[config.mk]
export PLATFORM = sky130hd
export DESIGN_NAME = vga_pattern_gen
export DESIGN_NICKNAME = d
export VERILOG_FILES = /design/src/rtl/vga_pattern_gen.sv
export SDC_FILE = /design/constraint.sdc
export NUM_CORES = 1
export LEC_CHECK = 0
export BUFFER_PORTS_ARGS = -buffer_cell sky130_fd_sc_hd__buf_2
export CAP_MARGIN = 20
export CORE_MARGIN = 2
export CORE_UTILIZATION = 40
export DETAILED_ROUTE_END_ITERATION = 12
export SYNTH_ARGS = -nofsm -noshare
export SYNTH_HDL_FRONTEND = slang
export SYNTH_SLANG_ARGS = --single-unit
[constraint.sdc]
create_clock -name pclk -period 6.25 [get_ports pclk]
set_clock_uncertainty 0.15 [all_clocks]
set_input_delay 1.25 -clock pclk [delete_from_list [all_inputs] [get_ports pclk]]
set_output_delay 1.25 -clock pclk [all_outputs]
set_load 0.02 [all_outputs]
[src/rtl/vga_pattern_gen.sv]
// vga_pattern_gen: VGA H/V timing, sync generation and selectable test patterns.
// All outputs are registered from the same (h,v), giving one cycle of latency.
module vga_pattern_gen #(
   parameter int   H_ACTIVE = 800,
   parameter int   H_FP     = 40,
   parameter int   H_SYNC   = 128,
   parameter int   H_BP     = 88,
   parameter int   V_ACTIVE = 600,
   parameter int   V_FP     = 1,
   parameter int   V_SYNC   = 4,
   parameter int   V_BP     = 23,
   parameter logic HS_POL   = 1'b1,
   parameter logic VS_POL   = 1'b1,
   parameter int   CW       = 4,
   parameter int   CNT_W    = 11
) (
   input  logic             pclk,
   input  logic             rst,
   input  logic [1:0]       mode,
   output logic             hs,
   output logic             vs,
   output logic             de,
   output logic [CW-1:0]    r,
   output logic [CW-1:0]    g,
   output logic [CW-1:0]    b,
   output logic [CNT_W-1:0] hcount,
   output logic [CNT_W-1:0] vcount,
   output logic             frame_start,
   output logic [7:0]       frame_cnt
);
   localparam int H_TOTAL = H_ACTIVE + H_FP + H_SYNC + H_BP;
   localparam int V_TOTAL = V_ACTIVE + V_FP + V_SYNC + V_BP;
   localparam int BW      = H_ACTIVE / 8;
   localparam logic [CNT_W-1:0] H_END  = CNT_W'(H_TOTAL - 1);
   localparam logic [CNT_W-1:0] V_END  = CNT_W'(V_TOTAL - 1);
   localparam logic [CNT_W-1:0] HA     = CNT_W'(H_ACTIVE);
   localparam logic [CNT_W-1:0] VA     = CNT_W'(V_ACTIVE);
   localparam logic [CNT_W-1:0] H_LAST = CNT_W'(H_ACTIVE - 1);
   localparam logic [CNT_W-1:0] V_LAST = CNT_W'(V_ACTIVE - 1);
   localparam logic [CNT_W-1:0] HS0    = CNT_W'(H_ACTIVE + H_FP);
   localparam logic [CNT_W-1:0] HS1    = CNT_W'(H_ACTIVE + H_FP + H_SYNC);
   localparam logic [CNT_W-1:0] VS0    = CNT_W'(V_ACTIVE + V_FP);
   localparam logic [CNT_W-1:0] VS1    = CNT_W'(V_ACTIVE + V_FP + V_SYNC);
   localparam logic [CNT_W-1:0] BW_END = CNT_W'(BW - 1);
   localparam logic [CW-1:0]    F      = '1;
   localparam logic [CW-1:0]    Z      = '0;
   localparam logic [2*CW-1:0]  GRAY_W = {CW{2'b10}};
   localparam logic [CW-1:0]    GRAY   = GRAY_W[2*CW-1 -: CW];
   // {r,g,b} codes, bar 0 in the low bits: white, yellow, cyan, green, magenta, red, blue, black
   localparam logic [23:0]      BARS   = {3'b000, 3'b001, 3'b100, 3'b101, 3'b010, 3'b011, 3'b110, 3'b111};

   logic [CNT_W-1:0] r_h, r_v, r_bpos, w_x;
   logic [3:0]       r_bar;
   logic [1:0]       r_mode, w_mode;
   logic             r_first, w_bound, w_de, w_chk;
   logic [2:0]       w_bar;
   logic [7:0]       w_fcnt;
   logic [3*CW-1:0]  w_border, w_rgb;

   // The boundary pixel already uses the newly sampled mode and frame count
   always_comb begin
      w_bound  = r_h == '0 && r_v == '0;
      w_mode   = w_bound ? mode : r_mode;
      w_fcnt   = w_bound && !r_first ? frame_cnt + 8'd1 : frame_cnt;
      w_de     = r_h < HA && r_v < VA;
      w_x      = r_h + (w_mode == 2'd3 ? CNT_W'(w_fcnt) : '0);
      w_chk    = w_x[5] ^ r_v[5];
      w_bar    = r_bar[3] ? 3'b000 : BARS[3*r_bar[2:0] +: 3];
      w_border = r_v == '0 ? {F, F, Z} : r_v == V_LAST ? {F, Z, Z} :
                 r_h == '0 ? {Z, F, Z} : r_h == H_LAST ? {Z, Z, F} : {GRAY, GRAY, GRAY};
      w_rgb    = w_mode == 2'd0 ? w_border :
                 w_mode == 2'd1 ? {{CW{w_bar[2]}}, {CW{w_bar[1]}}, {CW{w_bar[0]}}} : {3*CW{w_chk}};
   end

   always_ff @(posedge pclk or posedge rst)
      if (rst) begin
         r_h         <= '0;
         r_v         <= '0;
         r_bpos      <= '0;
         r_bar       <= '0;
         r_mode      <= '0;
         r_first     <= 1'b1;
         hs          <= !HS_POL;
         vs          <= !VS_POL;
         de          <= 1'b0;
         {r, g, b}   <= '0;
         hcount      <= '0;
         vcount      <= '0;
         frame_start <= 1'b0;
         frame_cnt   <= '0;
      end else begin
         r_h         <= r_h == H_END ? '0 : r_h + 1'b1;
         if (r_h == H_END) r_v <= r_v == V_END ? '0 : r_v + 1'b1;
         // bar index tracks h/BW incrementally; it saturates at 8 (black tail)
         r_bpos      <= r_h == H_END || r_bpos == BW_END ? '0 : r_bpos + 1'b1;
         if (r_h == H_END) r_bar <= '0;
         else if (r_bpos == BW_END && !r_bar[3]) r_bar <= r_bar + 4'd1;
         r_mode      <= w_mode;
         r_first     <= r_first && !w_bound;
         hs          <= r_h >= HS0 && r_h < HS1 ? HS_POL : !HS_POL;
         vs          <= r_v >= VS0 && r_v < VS1 ? VS_POL : !VS_POL;
         de          <= w_de;
         {r, g, b}   <= w_de ? w_rgb : '0;
         hcount      <= r_h;
         vcount      <= r_v;
         frame_start <= w_bound;
         frame_cnt   <= w_fcnt;
      end
endmodule

Yosys cells after proc, flatten, opt, wreduce, memory -nomap -nowiden
Cells that the tools add are included.
W data, S select, Z words.
Cells by class
  muxes and demuxes: 18
  $lt $le $gt $ge: 6
  shift operators: 1
  multiply operators: 1
  bitwise operators: 1
  reduce and logical (&&, ||, !) cells: 15
  eq/ne operators: 7
  $add $sub $neg: 6
Operators with widths (number)
  $mux W12: 7
  $lt A11 B10 Y1 const B: 4
  $add A11 B1 Y11 const B: 3
  $eq A11 B10 Y1 const B: 3
  $mux W11: 3
  $shiftx A24 B6 Y3 const A: 1
  $ge A11 B10 Y1 const B: 2
  $logic_not A11 Y1: 2
  $eq A11 B11 Y1 const B: 1
  $eq A11 B7 Y1 const B: 1
  $add A8 B1 Y8 const B: 1
  $mux W4: 2
  $mux W8: 1
  $logic_and A1 B1 Y1: 7
  $add A6 B6 Y6: 1
  $mux W6: 1
  $mul A2 B3 Y5 const A: 1
  $add A4 B1 Y4 const B: 1
  $logic_not A1 Y1: 3
  $mux W3: 1
  $eq A2 B1 Y1 const B: 1
  $eq A2 B2 Y1 const B: 1
  $logic_not A2 Y1: 1
  $mux W1: 2
  other kinds (4): 4
Storage, ports and cells
  output and inout port bits: 46
  bits in registers: 86

Depth between registers and ports, before layout
Gate-level depths: netlist of the first run.
  depth after elaboration: 10
  gate-level depth with buffers: 17
  mapped depth without buffers: 17

Least setup slack after synthesis of the first run
No wires, ideal clock.
  path kind: reg2reg
  start: register r_v[0]
  end: register b[1]
  cell stages (with the launch flop): 18
  data required time: 5999 ps
  slack: 2757 ps
  data arrival time: 3242 ps
  cell sequence: dfrtp_1 -> inv_1 -> ha_1 -> nor4b_2 -> nand3_1 -> nor3_2 -> nand2_1 -> nor2_1 -> xnor2_1 -> nor2_1 -> ha_1 -> nand2_1 -> o21ai_0 -> nor3_1 -> a311oi_1 -> nand2_1 -> mux2i_2 -> nor4_1
Between the ends
  word-level cells in the longest chain between the ends: 10
RTL lines
  start: declaration: RTL line 52  | logic [CNT_W-1:0] r_h, r_v, r_bpos, w_x;
  start signal: assignment: RTL line 93  | if (r_h == H_END) r_v <= r_v == V_END ? '0 : r_v + 1'b1;
  $logic_not A11 Y1: RTL line 62, 69
  $logic_and A1 B1 Y1: RTL line 62  | w_bound = r_h == '0 && r_v == '0;
  $mux W2 or $logic_and A1 B1 Y1 (tied branches): RTL line 63, 64
  $eq A2 B2 Y1 or $mux W8 (tied branches): RTL line 66, 64
  $mux W6: RTL line 66  | w_x = r_h + (w_mode == 2'd3 ? CNT_W'(w_fcnt) : '0);
  $add A6 B6 Y6: RTL line 66
  $xor A1 B1 Y1: RTL line 67  | w_chk = w_x[5] ^ r_v[5];
  $mux W12: RTL line 72  | w_mode == 2'd1 ? {{CW{w_bar[2]}}, {CW{w_bar[1]}}, {CW{w_bar[0]}}} : {3*CW{w_chk}};
  $mux W12: RTL line 71  | w_rgb = w_mode == 2'd0 ? w_border :
  $mux W12 *: RTL line 103  | {r, g, b} <= w_de ? w_rgb : '0;
  end signal: assignment: RTL line 103
  end: declaration: RTL line 25  | output logic [CW-1:0] b,
Every way passes the cells marked *; elsewhere a longest branch is shown, timed or not.
A chain may end at the register's enable or synchronous reset.

Worst setup path after layout of the first run
  start: register r_v[0]
  end: register g[1]
Between the ends
  word-level cells in the longest chain between the ends: 10
RTL lines
  $logic_not A11 Y1: RTL line 62, 69
  $logic_and A1 B1 Y1: RTL line 62
  $mux W2 or $logic_and A1 B1 Y1 (tied branches): RTL line 63, 64
  $eq A2 B2 Y1 or $mux W8 (tied branches): RTL line 66, 64
  $mux W6: RTL line 66
  $add A6 B6 Y6: RTL line 66
  $xor A1 B1 Y1: RTL line 67
  $mux W12: RTL line 72
  $mux W12: RTL line 71
  $mux W12 *: RTL line 103
  end signal: assignment: RTL line 103
  end: declaration: RTL line 24  | output logic [CW-1:0] g,
Marks and branches as above.

==> results of run 1 <==
-- power by group --
group	internal [µW]	switching, µW	total (µW)	leakage (µW)
combinational	5.67	15.7	21.4	0.000850
clock	229	198	427	0.000110
sequential	518	1.67	520	0.00103
total	753	215	968	0.00199
-- flip-flops by register name, summed over array words and instances (netlist names), 4 cells and up --
register and flops:
hcount 11, r_bpos 11, r_h 11, r_v 11, vcount 11, frame_cnt 8
r_bar 4
-- area by class of cell --
| cell class | count | area share (%) |
|---|---|---|
| clock buffers | 9 | 2.83 |
| repair buffers | 51 | 6.23 |
| flip-flops and latches | 80 | 45.8 |
| inverters | 14 | 1.23 |
| well taps | 129 | 3.69 |
| clock inverters | 7 | 2.34 |
| multi-input cells | 253 | 37.9 |
-- worst max-delay path: cells and delay by family, from the launching register on --
kind            cells  cell delay [ns]
mux                 1             0.21
fa+ha+maj           2             0.46
xor+xnor            1             0.16
compound gates      2             0.53
buf+inv             1             0.09
simple gates       10             1.90
flops               1             0.48
-- per-stage QoR --
| stage | total power, µW | hold WS (ns) | setup WS (ns) | std cells |
|---|---|---|---|---|
| final | 968 | 0.316 | 2.17 | 543 |
| after global routing | 1010 | 0.356 | 1.73 | 543 |
| after CTS | 982 | 0.323 | 2.16 | 542 |
| after detailed placement | 551 | 0.309 | 2.19 | 526 |
| after global placement | 551 | 0.308 | 2.39 | 526 |
| after floorplan | 544 | 0.199 | 2.76 | 360 |
-- per-layer routing --
layer	routed length, µm	track usage, %
met4	28	3.74
met2	3630	24.9
met5	0	0
met3	265	4.55
met1	3360	20.8
-- placed cells by master (no fill, tap or decap), types with 2 or more instances in the layout --
master | netlist | layout
nand3_2 | 2 | 2
clkinv_4 | 0 | 2
nand3_1 | 21 | 21
and3_1 | 6 | 6
clkbuf_8 | 0 | 9
and2_1 | 3 | 3
nor4b_2 | 2 | 2
bufinv_16 | 0 | 2
inv_1 | 14 | 13
nor2b_1 | 4 | 4
a21oi_1 | 10 | 10
nand4_1 | 6 | 6
nand2_1 | 34 | 34
nand2b_1 | 4 | 4
xnor2_1 | 17 | 17
inv_6 | 0 | 2
nor4_1 | 10 | 10
buf_2 | 2 | 49
dfrtp_1 | 79 | 79
or4_1 | 3 | 3
o21ai_0 | 9 | 9
or3_1 | 4 | 4
nor3_2 | 4 | 4
ha_1 | 14 | 14
mux2_2 | 3 | 3
nor3_1 | 11 | 11
xor2_1 | 16 | 16
nor2_1 | 45 | 45
o21a_1 | 2 | 2
-- cells by family after synthesis --
kind of cell	count (synthesis)	synth area share, %
multiplexers	6	1.81
XOR/XNOR	33	7.61
flip-flops	80	52.8
AND/OR/NAND/NOR	169	24.7
buffers and inverters	27	3.53
AO/OA/AOI/OAI	31	5.01
adder cells (fa/ha/maj)	14	4.61
-- worst paths after layout --
check | startpoint | end | slack, ns | depth (start not counted)
worst max-delay path | r_v[0] | g[1] | 2.17 | 17
worst min-delay path | r_v[10] | vcount[10] | 0.32 | 0
worst max register to register | r_v[0] | g[1] | 2.17 | 17
worst min register to register | r_v[10] | vcount[10] | 0.32 | 0
max in group asynchronous | rst | r_first | 4.46 | 4
min in group asynchronous | rst | vcount[3] | 0.84 | 3
==> qor.yml, run 1 <==
clock_network:
  clk_path_buf_depth: 2
  root_buffer: "clkbuf_8"
  clkTransAtPathRegs_ns: 0.09
  cts_tree: "done"
  ctsHoldBuffers: 0
  cts_resized: 0
  postCtsSetupRepairBufs: 0
  clock-sinks: 80
  clk_latency_ns: 0.36
  numCtsBuffers: 9
  htreeDepth: 3
setup_path:
  criticalPathCategory: "reg2reg"
  crit_chain: "inv_1, ha_1, nor4b_2, nand3_1, nor3_2, nand2_1, nor2_1, xnor2_1, nor2_1, ha_1, nand2_1, o21ai_0, nor3_1, a311oi_1, nand2_1, mux2i_2, nor4_1"
  max_stage_delay_ns: 0.48
  cp_data_arrival_time_ns: 4.17
  slowest_stage: "dfrtp_1"
  cp_max_fo: 9
  start_kind: "flip-flop"
  critical_path.endpoint_type: "flip-flop"
  cp_common_cell: "nand2_1"
  crit_required_ns: 6.34
floorplan:
  die_area_um2: 10300
  die_y_um: 101
  core_um2: 9240
  io_pins: 50
  die_w_um: 101
  initial_core_util_pct: 41.1
  rows: 35
run:
  max_cap_viol_count: 0
placed_design:
  placed_cell_area_um2: 4130
  port_buffers: 49
  routabilityCongestion: 0.821
  dp_hpwl_um: 5190
sta:
  period_minus_slack_ns: 4.08
  setup_viol: 0
  drv_slew: 0
  rsz0062_at_grt: "no"
  relSlewSlack_pct: 42.5
  fmax_mhz: 245
  finalCritPeriodShare_pct: 65.3
  tns_ns: 0
  worst_pin_slew_ns: 0.859
  hold_viol_final: 0
detailed_routing:
  num_vias: 2682
  wirelength_um: 7280
  route.detailed.drc: 0
  wl_per_cell_um: 13.4
  ant_nets: 0
  drt-pass1-iter-count: 4
  drt-initial-drc-count: 76
  viasPerCell: 4.94
synthesis:
  syn_area_per_cell_um2: 10.5
  netlist_area_um2: 3800
  synth.distinct_cells: 52
  synth_cells: 360
  yosysMostFrequentCell: "dfrtp_1"
  synthesis.nets: 378
  synth.area.top_cells: "dfrtp_1 52%, ha_1 4.6%, nor2_1 4.4%, xnor2_1 3.9%, xor2_1 3.7%"
  yosysWarnings: 0
  synth_edf_count: 0
  async_reset_ff_share_pct: 100
  ys_top_cells_by_count: "79 x dfrtp_1, 45 x nor2_1, 34 x nand2_1"
  yosys.area.top_type: "dfrtp_1"
  synth_top_area_share_pct: 52.1
  synth_seq_cells: 80
  ys_seq_area_share_pct: 52.8
  ys.flop_type: "dfrtp_1"
layout:
  register_area_um2: 2000
  drive_gt1_share_pct: 21.3
  fin_area_um2: 4380
  fin_nets: 427
  layout-area-overhead-vs-synth_pct: 15.3
  antenna_cells: 0
  nFillCells: 882
  final_util_pct: 47.4
  multi_input_area_um2: 1660
status:
  status: "finished clean"
grt:
  grt_usage_pct: 15.5
  grt_overflow: 0
  grt_max_degree: 81
  grt_pass1_vias: 2535
  antenna_found_initial: 0
  grt_first_pass_wirelength_um: 12400
pwr:
  max-vdd-ir-drop_v: 0.000133
  powerDensity_nw_per_um2: 221
  power.leakage_uw: 0.00199
hold_path:
  hp-class: "reg2reg"
No activity file was read; power rests on OpenSTA's default activity.
==> run 2, diff against run 1 <==
- ABC_AREA: not set -> 1
- clock period: 6.25 -> 3.8 ns (I/O delays scaled with it)
==> run 2 against run 1 <==
  * Core utilization shrank 0.34 points
  * Worst hold slack lost 0.023 ns
  * Global-route usage grew 0.42 points
  * Power grew 50%
  * Setup slack lost 1.8 ns
  * Combinational power grew 60%
  * Via count grew 18%
  * Largest power group unchanged
  * First-iteration DRC count grew 13%
  * Design area grew 5.0%
  * Sequential power grew 64%
  * Clock-buffer cell count grew 2
==> qor.yml, run 2 <==
sta:
  period_minus_slack_ns: 3.43  # was 4.08 ns
  worst_pin_slew_ns: 0.729  # was 0.859 ns
  fmax_mhz: 291  # was 245 MHz
  finalCritPeriodShare_pct: 90.4  # was 65.3%
  drv_slew: 0  # unchanged
  setup_viol: 0  # unchanged
  relSlewSlack_pct: 51.3  # was 42.5%
  hold_viol_final: 0  # unchanged
floorplan:
  die_area_um2: 10900  # was 10300 µm²
  initial_core_util_pct: 41.1  # about the same
  die_y_um: 104  # was 101 µm
  core_um2: 9770  # was 9240 µm²
  rows: 36  # was 35
  die_w_um: 104  # was 101 µm
  io_pins: 50  # unchanged
synthesis:
  async_reset_ff_share_pct: 100  # unchanged
  synth_edf_count: 0  # unchanged
  synthesis.nets: 497  # was 378
  ys_top_cells_by_count: "80 x nand2_1, 79 x dfrtp_1, 75 x inv_1"  # was 79 x dfrtp_1, 45 x nor2_1, 34 x nand2_1
  ys.flop_type: "dfrtp_1"  # unchanged
  ys_seq_area_share_pct: 49.8  # was 52.8%
  synth.area.top_cells: "dfrtp_1 49%, nand2_1 7.5%, inv_1 7.0%, nor2_1 5.7%, ha_1 4.4%"  # was dfrtp_1 52%, ha_1 4.6%, nor2_1 4.4%, xnor2_1 3.9%, xor2_1 3.7%
  synth_cells: 479  # was 360
  yosys.area.top_type: "dfrtp_1"  # unchanged
  syn_area_per_cell_um2: 8.40  # was 10.5 µm²
  yosysWarnings: 0  # unchanged
  yosysMostFrequentCell: "nand2_1"  # was dfrtp_1
  synth_seq_cells: 80  # unchanged
  synth.distinct_cells: 34  # was 52
  synth_top_area_share_pct: 49.2  # was 52.1%
  netlist_area_um2: 4020  # was 3800 µm²
setup_path:
  cp_max_fo: 5  # was 9
  crit_chain: "inv_1, ha_1, nand2_1, nor2_2, nand3_1, nor2_4, nand2_2, nor2_1, nand3_2, xor2_2, nor2_1, ha_1, nand2_1, inv_1, a221oi_2, inv_1, nor2_1, nand2_1, nand3_2, nand2_2, nor2_1"  # was inv_1, ha_1, nor4b_2, nand3_1, nor3_2, nand2_1, nor2_1, xnor2_1, nor2_1, ha_1, nand2_1, o21ai_0, nor3_1, a311oi_1, nand2_1, mux2i_2, nor4_1
  r2r_slack_ns: 0.37  # was 2.17 ns
  r2r_cells: 21  # was 17
  slowest_stage: "dfrtp_1"  # unchanged
  criticalPathCategory: "reg2reg"  # unchanged
  cp_data_arrival_time_ns: 3.56  # was 4.17 ns
  critical_path.endpoint_type: "flip-flop"  # unchanged
  r2r_end: "b[2]"  # was g[1]
  start_kind: "flip-flop"  # unchanged
  max_stage_delay_ns: 0.43  # was 0.48 ns
  cp_common_cell: "nor2_1"  # was nand2_1
  crit_required_ns: 3.93  # was 6.34 ns
  timing.rr.start: "r_v[0]"  # unchanged
pwr:
  swShare_pct: 23.2  # was 22.2%
  pwr-share-clk_pct: 38.7  # was 44.1%
  cell_internal_pwr_uw: 1110  # was 753 µW
  p_switching_uw: 336  # was 215 µW
  sequentialPowerShare_pct: 58.9  # was 53.7%
  pwr-share-comb_pct: 2.4  # was 2.2%
  power.leakage_uw: 0.00243  # was 0.00199 µW
  p_total_uw: 1450  # was 968 µW
  powerDensity_nw_per_um2: 315  # was 221 nW/µm²
  max-vdd-ir-drop_v: 0.000168  # was 0.000133 V
layout:
  drive_gt1_share_pct: 21.3  # about the same
  antenna_cells: 0  # unchanged
  fin_area_um2: 4600  # was 4380 µm²
  final_util_pct: 47.0  # was 47.4%
  register_area_um2: 2000  # unchanged
  fin_nets: 553  # was 427
  final_cell_mix: "80 x nand2_1, 79 x dfrtp_1, 74 x inv_1, 61 x nor2_1, 49 x buf_2"  # was 79 x dfrtp_1, 49 x buf_2, 45 x nor2_1, 34 x nand2_1, 21 x nand3_1
  nFillCells: 962  # was 882
  mostFrequentLayoutCell: "nand2_1"  # was dfrtp_1
  layout-area-overhead-vs-synth_pct: 14.3  # was 15.3%
  multi_input_area_um2: 1670  # was 1660 µm²
grt:
  grt_pass1_vias: 3093  # was 2535
  grt_overflow: 0  # unchanged
  globalRouteMet3Util_pct: 3.13  # was 4.55%
  grt_busiest_layer: "met2"  # unchanged
  grt_usage_pct: 15.9  # was 15.5%
  antenna_found_initial: 0  # unchanged
  grt_first_pass_wirelength_um: 14000  # was 12400 µm
  grt_max_degree: 45  # was 81
  met2_usage_pct: 23.4  # was 24.9%
  gr-usage-met1_pct: 22.7  # was 20.8%
detailed_routing:
  route.detailed.drc: 0  # unchanged
  drt-pass1-iter-count: 6  # was 4
  wirelength_um: 8200  # was 7280 µm
  drt-initial-drc-count: 86  # was 76
  viasPerCell: 4.70  # was 4.94
  ant_nets: 0  # unchanged
  wl_per_cell_um: 12.2  # was 13.4 µm
  num_vias: 3164  # was 2682
placed_design:
  port_buffers: 49  # unchanged
  placed_cell_area_um2: 4400  # was 4130 µm²
  routabilityCongestion: 0.863  # was 0.821
  dp_hpwl_um: 6220  # was 5190 µm
clock_network:
  clkTransAtPathRegs_ns: 0.09  # about the same
  cts_tree: "done"  # unchanged
  postCtsSetupRepairBufs: 0  # unchanged
  root_buffer: "clkbuf_8"  # unchanged
  numCtsBuffers: 9  # unchanged
  htreeDepth: 3  # unchanged
  clk_path_buf_depth: 2  # unchanged
  clk_latency_ns: 0.35  # was 0.36 ns
  clock-sinks: 80  # unchanged
hold_path:
  hp-class: "reg2reg"  # unchanged
  whs_endpoint: "vcount[1]"  # was vcount[10]
  hold_depth: 0  # unchanged
  hold_path_startpoint: "r_v[1]"  # was r_v[10]
status:
  status: "finished clean"  # unchanged
run:
  max_cap_viol_count: 0  # unchanged
[run 2: cell types whose count changed in the layout (fill, tap and decap cells not counted), sizes merged, moves of 8 or more]
cell / before / now
nand3: 24 / 32
nor2: 46 / 72
xnor2: 17 / 3
inv: 15 / 86
a21oi: 10 / 21
nand2: 34 / 91
[run 2: area by class of cell]
cell class | count | share of cell area, %
inverters | 87 | 7.13
flip-flops and latches | 80 | 43.6
well taps | 133 | 3.62
multi-input cells | 306 | 36.2
clock buffers | 11 | 3.08
clock inverters | 5 | 0.708
repair buffers | 51 | 5.66
[run 2: layer usage]
metal,up-vias,wire (µm)
li1,1619,-
met1,1461,4130
met2,68,3550
met3,16,327
met4,0,196
met5,-,0
[run 2: worst max-delay path, delay by kind of cell (launching register included)]
family                     cells  cell delay [ns]
DFF                            1             0.43
buffers and inverters          3             0.28
and+or+nand+nor               14             1.52
xor gates and xnor gates       1             0.18
AOI/OAI and AO/OA              1             0.28
adders and majority gates      2             0.51
[run 2: worst max-delay path by stage]
stage / start / to / depth (start not counted)
detailed placement: r_v[0] / b[2] / 21
finish: r_v[0] / b[2] / 21
CTS: r_v[0] / b[2] / 21
global placement: r_v[0] / r[2] / 21
floorplan: r_v[0] / g[1] / 21
global route: r_v[0] / b[2] / 21
[run 2: cell families (layout without fill, tap and decap cells)]
logic type	Yosys count	in the layout	share of synthesized area, %
AOI/OAI and AO/OA	43	43	5.85
xor gates and xnor gates	12	12	2.61
adders and majority gates	14	14	4.36
buffers and inverters	93	154	9.24
DFF	80	80	49.8
muxes	1	1	0.280
and+or+nand+nor	236	236	27.8
[run 2: what timing repair did]
action,4_1_cts,5_1_grt
setup endpoints to repair,0,6
resized for setup,0,3
hold buffers,0,0
[run 2: power by group through the flow]
stage	combinational (µW)	clock, µW	sequential (µW)
6_report	34.3	560	854
2_1_floorplan	22.9	0	872
5_1_grt	40.0	613	854
3_3_place_gp	35.0	0	871
3_5_place_dp	35.9	0	871
4_1_cts	36.0	582	854
[run 2: metrics by stage]
stage          cells  hold WS, ns  setup TNS (ns)  worst slack (ns)
6_report         673        0.293               0             0.365
2_1_floorplan    479        0.245               0             0.773
5_1_grt          673        0.310         -0.0239           -0.0239
4_1_cts          673        0.303               0             0.310
3_3_place_gp     657        0.260               0             0.502
3_5_place_dp     657        0.272               0             0.345
==> run 3, diff against run 2 <==
- SETUP_SLACK_MARGIN: not set -> 0.4
==> run 3 against run 2 <==
  * First-iteration DRC count is 4.7% higher
  * Final cell count increased by 1.3%
  * Clock power hardly changed
  * Core utilization increased by 1.3 points
  * Power decreased by 0.15%
  * Critical path type unchanged
  * Critical endpoint is now b[1]
==> qor.yml, run 3 (synthesized netlist as in run 2, its figures left out) <==
status:
  status: "finished clean"  # unchanged
clock_network:
  clk_path_buf_depth: 2  # unchanged
  clk_latency_ns: 0.35  # about the same
  cts_tree: "done"  # unchanged
  root_buffer: "clkbuf_8"  # unchanged
  clock-sinks: 80  # unchanged
  clkTransAtPathRegs_ns: 0.08  # was 0.09 ns
  numCtsBuffers: 9  # unchanged
  htreeDepth: 3  # unchanged
sta:
  relSlewSlack_pct: 51.2  # was 51.3%
  tns_ns: 0  # unchanged
  worst_pin_slew_ns: 0.731  # was 0.729 ns
  finalCritPeriodShare_pct: 83.7  # was 90.4%
  hold_viol_final: 0  # unchanged
  period_minus_slack_ns: 3.18  # was 3.43 ns
  fmax_mhz: 314  # was 291 MHz
  setup_viol: 0  # unchanged
  drv_slew: 0  # unchanged
  rsz0062_at_grt: "no"
setup_path:
  timing.rr.start: "r_v[1]"  # was r_v[0]
  r2r_slack_ns: 0.62  # was 0.37 ns
  critPathCapture: "b[1]"  # was b[2]
  setup.worst_path.start: "r_v[1]"  # was r_v[0]
  cp_max_fo: 5  # unchanged
  r2r_cells: 21  # unchanged
  criticalPathCategory: "reg2reg"  # unchanged
  start_kind: "flip-flop"  # unchanged
  max_stage_delay_ns: 0.40  # was 0.43 ns
  critical_path.endpoint_type: "flip-flop"  # unchanged
  crit_chain: "inv_2, ha_2, nand2_1, nor2_2, nand3_2, nor2_4, nand2_4, nor2_4, nand3_4, xor2_2, nor2_1, ha_1, nand2_1, inv_1, a221oi_2, inv_1, nor2_1, nand2_1, nand3_2, nand2_2, nor2_1"  # was inv_1, ha_1, nand2_1, nor2_2, nand3_1, nor2_4, nand2_2, nor2_1, nand3_2, xor2_2, nor2_1, ha_1, nand2_1, inv_1, a221oi_2, inv_1, nor2_1, nand2_1, nand3_2, nand2_2, nor2_1
  slowest_stage: "dfrtp_1"  # unchanged
  cp_data_arrival_time_ns: 3.30  # was 3.56 ns
  crit_required_ns: 3.92  # was 3.93 ns
  r2r_end: "b[1]"  # was b[2]
pwr:
  powerDensity_nw_per_um2: 306  # was 315 nW/µm²
  sequentialPowerShare_pct: 59.0  # was 58.9%
  cell_internal_pwr_uw: 1110  # about the same
  swShare_pct: 23.0  # was 23.2%
  max-vdd-ir-drop_v: 0.000167  # was 0.000168 V
  power.leakage_uw: 0.00248  # was 0.00243 µW
  p_total_uw: 1450  # about the same
  p_switching_uw: 333  # was 336 µW
  pwr-share-clk_pct: 38.5  # was 38.7%
  pwr-share-comb_pct: 2.5  # was 2.4%
grt:
  grt_pass1_vias: 3099  # was 3093
  grt_max_degree: 45  # unchanged
  antenna_found_initial: 0  # unchanged
  grt_overflow: 0  # unchanged
  grt_usage_pct: 16.0  # was 15.9%
  grt_first_pass_wirelength_um: 14100  # was 14000 µm
placed_design:
  placed_cells: 657  # unchanged
  routabilityCongestion: 0.863  # unchanged
  dp_hpwl_um: 6220  # unchanged
  port_buffers: 49  # unchanged
  placed_cell_area_um2: 4400  # unchanged
detailed_routing:
  ant_nets: 0  # unchanged
  drt-pass1-iter-count: 4  # was 6
  viasPerCell: 4.72  # was 4.70
  wl_per_cell_um: 12.4  # was 12.2 µm
  route.detailed.drc: 0  # unchanged
  drt-initial-drc-count: 90  # was 86
  wirelength_um: 8440  # was 8200 µm
  num_vias: 3220  # was 3164
layout:
  drive_gt1_share_pct: 25.5  # was 21.3%
  fin_cells: 682  # was 673
  antenna_cells: 0  # unchanged
  fin_area_um2: 4730  # was 4600 µm²
  nFillCells: 955  # was 962
  mostFrequentLayoutCell: "nand2_1"  # unchanged
  layout-area-overhead-vs-synth_pct: 17.5  # was 14.3%
  fin_nets: 562  # was 553
  final_cell_mix: "80 x nand2_1, 77 x dfrtp_1, 70 x inv_1, 54 x nor2_1, 49 x buf_2"  # was 80 x nand2_1, 79 x dfrtp_1, 74 x inv_1, 61 x nor2_1, 49 x buf_2
floorplan:
  die_y_um: 104  # unchanged
  die_w_um: 104  # unchanged
  io_pins: 50  # unchanged
  core_um2: 9770  # unchanged
  rows: 36  # unchanged
  die_area_um2: 10900  # unchanged
  initial_core_util_pct: 41.1  # unchanged
run:
  max_cap_viol_count: 0  # unchanged
hold_path:
  hp-class: "reg2reg"  # unchanged
-- run 3: changes by cell type in the layout (fill, tap and decap cells not counted), sizes merged --
cell and change:
buf +9
-- run 3: critical path, delay by kind of cell (launching register included) --
kind                     cells  cell delay (ns)
adder cells (fa/ha/maj)      2             0.52
AND/OR/NAND/NOR             14             1.35
buffers and inverters        3             0.24
XOR/XNOR                     1             0.16
AO/OA/AOI/OAI                1             0.26
flip-flops                   1             0.40
-- run 3: worst min-delay path by stage --
stage / start / slack, ns / depth (start not counted) / endpoint
global placement: r_v[1] / 0.26 / 0 / vcount[1]
floorplan: r_h[8] / 0.24 / 0 / hcount[8]
global route: r_h[8] / 0.31 / 0 / hcount[8]
finish: r_h[8] / 0.30 / 0 / hcount[8]
CTS: r_v[1] / 0.30 / 0 / vcount[1]
detailed placement: r_h[8] / 0.27 / 0 / hcount[8]
-- run 3: through the flow --
stage | util (%) | worst slack (ns) | hold WS [ns]
after global placement | 45.1 | 0.502 | 0.260
after detailed placement | 45.1 | 0.345 | 0.272
after floorplan | - | 0.773 | 0.245
after CTS | 47.0 | 0.400 | 0.303
after global routing | 48.4 | 0.342 | 0.310
final | 48.4 | 0.619 | 0.300
-- run 3: layout make-up --
| type | instances | area (µm²) | area share, % |
|---|---|---|---|
| clock buffers | 11 | 141 | 2.99 |
| clock inverters | 5 | 32.5 | 0.688 |
| inverters | 87 | 333 | 7.04 |
| multi-input cells | 306 | 1720 | 36.4 |
| flip-flops and latches | 80 | 2010 | 42.4 |
| well taps | 133 | 166 | 3.52 |
| repair buffers | 60 | 328 | 6.93 |
-- run 3: repair_timing --
action                                  4_1_cts  5_1_grt
hold buffers                                  0        0
endpoints found under the setup margin        6        6
resized for setup                             2       23
pin swaps                                     1       10
buffers inserted                              1        8
gates cloned                                  0        0
-- run 3: power by group through the flow --
stage | combinational [µW] | sequential (µW) | clock, µW
4_1_cts | 36.0 | 854 | 582
5_1_grt | 41.1 | 854 | 613
3_5_place_dp | 35.9 | 871 | 0
6_report | 35.5 | 854 | 557
3_3_place_gp | 35.0 | 871 | 0
2_1_floorplan | 22.9 | 872 | 0
-- run 3: layer usage --
metal | part of all wire, % | track usage [%] | vias to the layer above
met5 | 0 | 0 | -
met4 | 1.8 | 6.85 | 0
met3 | 3.7 | 3.13 | 13
met2 | 45 | 23.7 | 67
met1 | 49 | 22.7 | 1503
li1 | - | - | 1637
